`config.mk`:
```
export PLATFORM = sky130hd
export DESIGN_NAME = pip_reg_skid
export DESIGN_NICKNAME = d
export VERILOG_FILES = /design/src/rtl/pip_pkg.sv /design/src/rtl/sat_counter.sv /design/src/rtl/pip_reg_skid.sv
export SDC_FILE = /design/constraint.sdc
export NUM_CORES = 1
export LEC_CHECK = 0
export ABC_CLOCK_PERIOD_IN_PS = 2000
export BUFFER_PORTS_ARGS = -buffer_cell sky130_fd_sc_hd__buf_2
export CORE_UTILIZATION = 48
export DETAILED_ROUTE_END_ITERATION = 10
export PLACE_DENSITY = 0.76
export SYNTH_ARGS = -nofsm -noshare
export SYNTH_HDL_FRONTEND = slang
export SYNTH_SLANG_ARGS = --single-unit
```
`constraint.sdc`:
```
create_clock -name clk_i -period 2 [get_ports clk_i]
set_clock_uncertainty 0.15 [all_clocks]
set_input_delay 0.6 -clock clk_i [delete_from_list [all_inputs] [get_ports clk_i]]
set_output_delay 0.6 -clock clk_i [all_outputs]
set_load 0.05 [all_outputs]
```
`src/rtl/pip_pkg.sv`:
```
// pip_pkg: shared pipeline widths and skid-register FSM state encoding
package pip_pkg;
  localparam int DATA_WIDTH = 32;
  localparam int PC_WIDTH = 32;
  localparam int REGISTER_ADDRESS_WIDTH = 5;
  localparam int MEMWB_WIDTH = 1 + 2 + DATA_WIDTH + DATA_WIDTH + REGISTER_ADDRESS_WIDTH + PC_WIDTH;
  typedef enum logic [1:0] {EMPTY = 2'd0, BUSY = 2'd1, FULL = 2'd2} state_e;
endpackage

```
`src/rtl/sat_counter.sv`:
```
// sat_counter: saturating up-counter (clk_i, rst_i sync active-high, inc_i, count_o)
module sat_counter #(
  parameter int WIDTH = 16
) (
  input  logic             clk_i,
  input  logic             rst_i,
  input  logic             inc_i,
  output logic [WIDTH-1:0] count_o
);
  logic [WIDTH-1:0] count_q, count_d;
  always_comb count_d = (inc_i && count_q != '1) ? count_q + 1'b1 : count_q;
  always_ff @(posedge clk_i) begin
    if (rst_i) count_q <= '0;
    else count_q <= count_d;
  end
  assign count_o = count_q;
endmodule

```
`src/rtl/pip_reg_skid.sv`:
```
// pip_reg_skid: two-entry skid pipeline register with flush and stall/bubble counters (valid/ready/payload in and out, flush_i, occupancy_o, stall_cnt_o, bubble_cnt_o)
module pip_reg_skid
  import pip_pkg::*;
#(
  parameter int PAYLOAD_WIDTH = MEMWB_WIDTH,
  parameter int CNT_WIDTH = 16
) (
  input  logic                     clk_i,
  input  logic                     rst_i,
  input  logic                     valid_i,
  output logic                     ready_o,
  input  logic [PAYLOAD_WIDTH-1:0] payload_i,
  input  logic                     flush_i,
  output logic                     valid_o,
  input  logic                     ready_i,
  output logic [PAYLOAD_WIDTH-1:0] payload_o,
  output logic [1:0]               occupancy_o,
  output logic [CNT_WIDTH-1:0]     stall_cnt_o,
  output logic [CNT_WIDTH-1:0]     bubble_cnt_o
);
  state_e state_q, state_d;
  logic [PAYLOAD_WIDTH-1:0] main_q, main_d, skid_q, skid_d;
  logic in_fire, out_fire;
  assign ready_o = state_q != FULL;
  assign valid_o = state_q != EMPTY;
  assign payload_o = main_q;
  assign occupancy_o = state_q;
  assign in_fire = valid_i & ready_o;
  assign out_fire = valid_o & ready_i;
  always_comb begin
    state_d = state_q;
    main_d = main_q;
    skid_d = skid_q;
    if (flush_i) state_d = EMPTY;
    else begin
      case (state_q)
        EMPTY: if (in_fire) begin
          main_d = payload_i;
          state_d = BUSY;
        end
        BUSY: if (in_fire && out_fire) main_d = payload_i;
        else if (in_fire) begin
          skid_d = payload_i;
          state_d = FULL;
        end else if (out_fire) state_d = EMPTY;
        FULL: if (out_fire) begin
          main_d = skid_q;
          state_d = BUSY;
        end
        default: state_d = EMPTY;
      endcase
    end
  end
  always_ff @(posedge clk_i) begin
    if (rst_i) begin
      state_q <= EMPTY;
      main_q <= '0;
      skid_q <= '0;
    end else begin
      state_q <= state_d;
      main_q <= main_d;
      skid_q <= skid_d;
    end
  end
  sat_counter #(.WIDTH(CNT_WIDTH)) u_stall (
    .clk_i(clk_i), .rst_i(rst_i), .inc_i(valid_o & ~ready_i), .count_o(stall_cnt_o)
  );
  sat_counter #(.WIDTH(CNT_WIDTH)) u_bubble (
    .clk_i(clk_i), .rst_i(rst_i), .inc_i(~valid_o & ready_i), .count_o(bubble_cnt_o)
  );
endmodule

```
==> run summary <==
Status: finished, violations left
Failing checks: setup timing
# clock sinks: 242
Multi-input combinational cell area: 5027 µm²
Port bufs: 248
Max frequency: 0.4824 GHz
Largest net degree at the start of global routing: 56
I/O pin cnt: 249
Placer's final routability congestion estimate: 0.8690
TritonCTS clock tree: built
# setup viols final: 3
Fill cell total of the finished layout: 1710
CP endpoint kind: primary output
Die height: 147.3 µm
DR vias/cell: 5.696
Mapped Nets: 1260
Final setup margin: -0.07311 ns
Reg power frac: 43.7%
Starting Density: 49.58%
Layout area overhead: 31.50%
Max-cap violations: 0
Pwr/cell area: 874.3 nW/µm²
Period utilization: 103.7%
DRC Markers: 0
Wirelength per Cell: 16.76 µm
Hold Startpoint: payload_i[13]
Die width: 147.3 µm
Hold Path Sink: skid_q[13]
Detailed Routing Iterations Pass 1: 5
Worst Path Required: 1.25 ns
Crit path DAT: 1.32 ns
VDD IR max: 735.5 µV
Switching share of power: 27.01%
Final HPWL DP: 18220 µm
FP Rows: 52
FF+latch count, synth: 242
Slew Viols, Final: 0
DIE AREA: 21690 µm²
Sw Pwr: 3.145 mW
CP Class: reg2out
Reg2reg start: occupancy_o[1]
Area contributors post-synth: dfxtp_1 (48%), a21oi_1 (11%), mux2i_1 (10%)
Setup_tns: -0.1421 ns
Reg2reg end: u_bubble.count_o[11]
Area of placed instances: 12150 µm²
Reg2reg setup slack: 0.04 ns
Synth top area share: 47.83%
Yosys cell types: 47
Reg clk slew, reported paths: 0.06 ns
Dpl ws: -0.3054 ns
Total core area: 20430 µm²
Number of vias after detailed routing: 9535
Power share of the combinational group: 14.4%
Max transition margin: 70.98%
Leakage: 5.840 nW
Syn Area/Cell: 8.816 µm²
Post-layout util: 65.20%
Synth Warn #: 0
Seq/Total Area, Yosys: 47.83%
Clock buffer depth: 3
Num CTS Buffers: 27
Hold Path Stages: 3
CTS root buf: clkbuf_16
Int Power: 8.501 mW
Overflow after GRT: 0
Clock latency at the later pin of the worst-skew pair: 0.51 ns
Final Cell Area: 13320 µm²
Worst Hold Class: in2reg
Worst R2R Path Depth: 4
H-tree levels: 1
RSZ-0062 raised after global routing: true
Layout Nets: 1493
Tightest Pin Transition: 0.4353 ns
Crit start category: register
Total wire length: 28060 µm
DRT antenna net count: 0
Total track usage: 24.12%
Starting DRC count in detailed routing: 505
Cts hold-fix bufs: 0
Tmin final: 2.073 ns
Post-synth top area cell: dfxtp_1
Final Hold Violating Endpoints: 0
Share of layout cells above drive strength 1: 30.39%
Mapped Cells: 1149
CP Max Fanout: 5
Area occupied by registers: 4886 µm²
Initial antenna violation count: 5
Post-synthesis cell area: 10130 µm²
Vias in the first global route: 8638
First-pass GRT wire length: 43490 µm
Clk pwr share: 41.9%
sequential cells by signal (all words and copies together) (netlist names):
signal / flops
occupancy_o: 2
payload_o: 104
skid_q: 104
u_stall.count_o: 16
u_bubble.count_o: 16
cell usage in the layout (no fill, tap or decap), types with 8 or more instances in the layout:
cell type  Yosys  routed
o31ai_1       12      12
nand3_1       11      11
clkbuf_1      99       8
or4_1         11      11
buf_4          0      43
nor2_1        14      14
a311oi_1     105      92
dfxtp_1      242     213
nand2_1      218     218
a311oi_2       0      13
buf_2         10     239
clkbuf_16      0      29
buf_12         0      25
dfxtp_2        0      27
a21oi_1      230     229
clkbuf_8       0      10
nand4_1        8       8
mux2i_1      105     105
metrics by stage:
stage | total power, mW | hold WS [ns] | instances
after detailed placement | 6.796 | 0.2956 | 1615
final | 11.65 | 0.1842 | 1674
after floorplan | 6.267 | 0.2857 | 1149
after global placement | 6.764 | 0.2904 | 1615
after CTS | 11.69 | 0.1563 | 1667
after global routing | 12.08 | 0.1682 | 1674
timing repair:
item,CTS,global route
buffers inserted,3,2
setup endpoints to repair,7,29
resized for setup,13,28
cloned,0,3
pin swaps,0,3
cells by family (layout without fill, tap and decap cells):
group | count (synthesis) | count (layout) | synth area share [%]
AO/OA/AOI/OAI | 366 | 367 | 22.73
XOR/XNOR | 1 | 1 | 0.08648
adder cells (fa/ha/maj) | 2 | 2 | 0.2470
buffers and inverters | 117 | 369 | 4.533
flip-flops | 242 | 242 | 47.83
multiplexers | 111 | 111 | 11.04
other | 0 | 2 | 0
AND/OR/NAND/NOR | 310 | 310 | 13.54
worst max-delay path by stage:
stage / start / to / slack (ns) / cells past startpoint
6_report: occupancy_o[0] / ready_o / -0.07 / 3
5_1_grt: occupancy_o[0] / ready_o / -0.11 / 3
4_1_cts: occupancy_o[0] / ready_o / -0.09 / 3
3_5_place_dp: ready_i / u_bubble.count_o[11] / -0.31 / 5
3_3_place_gp: ready_i / u_bubble.count_o[13] / -0.28 / 5
2_1_floorplan: ready_i / u_bubble.count_o[13] / -0.12 / 4
power groups by stage:
stage               sequential, mW  combinational, mW  clock, mW
floorplan                     5.73              0.540          0
CTS                           5.09               1.61       4.98
finish                        5.09               1.67       4.88
detailed placement            5.19               1.60          0
global route                  5.11               1.77       5.20
global placement              5.19               1.57          0
cells in the mapped netlist, drive strengths merged:
master   count
or2          2
and2b        1
nor4b        2
o22a         1
a21oi      230
o21a         2
o31ai       12
and4         1
nor2        14
or4b         1
o21ba        2
nor4         4
o21ai        5
and3         4
mux2i      105
a211oi       2
a311oi     105
clkbuf      99
a31oi        1
o21bai       1
nor3         9
nand3b       1
nor2b        7
nand2      218
xor2         1
or3b         1
mux2         6
ha           2
nand4        8
buf         14
dfxtp      242
inv          4
nand3       11
o41ai        1
nand2b       6
nor3b        2
o2111ai      1
a22o         1
a2111oi      1
or3          6
a41oi        1
or4         12
worst max-delay path, cell delays in order (launching register included):
cell      delay [ns]
dfxtp_4         0.36
buf_6           0.13
nand2b_4        0.16
buf_8           0.16
cell type report:
cell class | count | share of cell area [%]
Clock buffer | 45 | 6.331
Multi-Input combinational cell | 791 | 37.74
Sequential cell | 242 | 36.68
Antenna cell | 2 | 0.03757
Tap cell | 270 | 2.536
Inverter | 4 | 0.1503
Timing Repair Buffer | 316 | 16.16
Clock inverter | 4 | 0.3663
metal layers:
layer  vias up  part of all wire, %  global-route usage, %  routed length (µm)
met5         -                 0.14                      0                  38
met4         6                  3.6                  10.00                 996
met1      4530                   44                  32.03               12340
li1       4665                    -                      -                   -
met3        76                  5.7                  4.969                1593
met2       258                   47                  38.11               13090
Power figures use the tool's default switching activity.
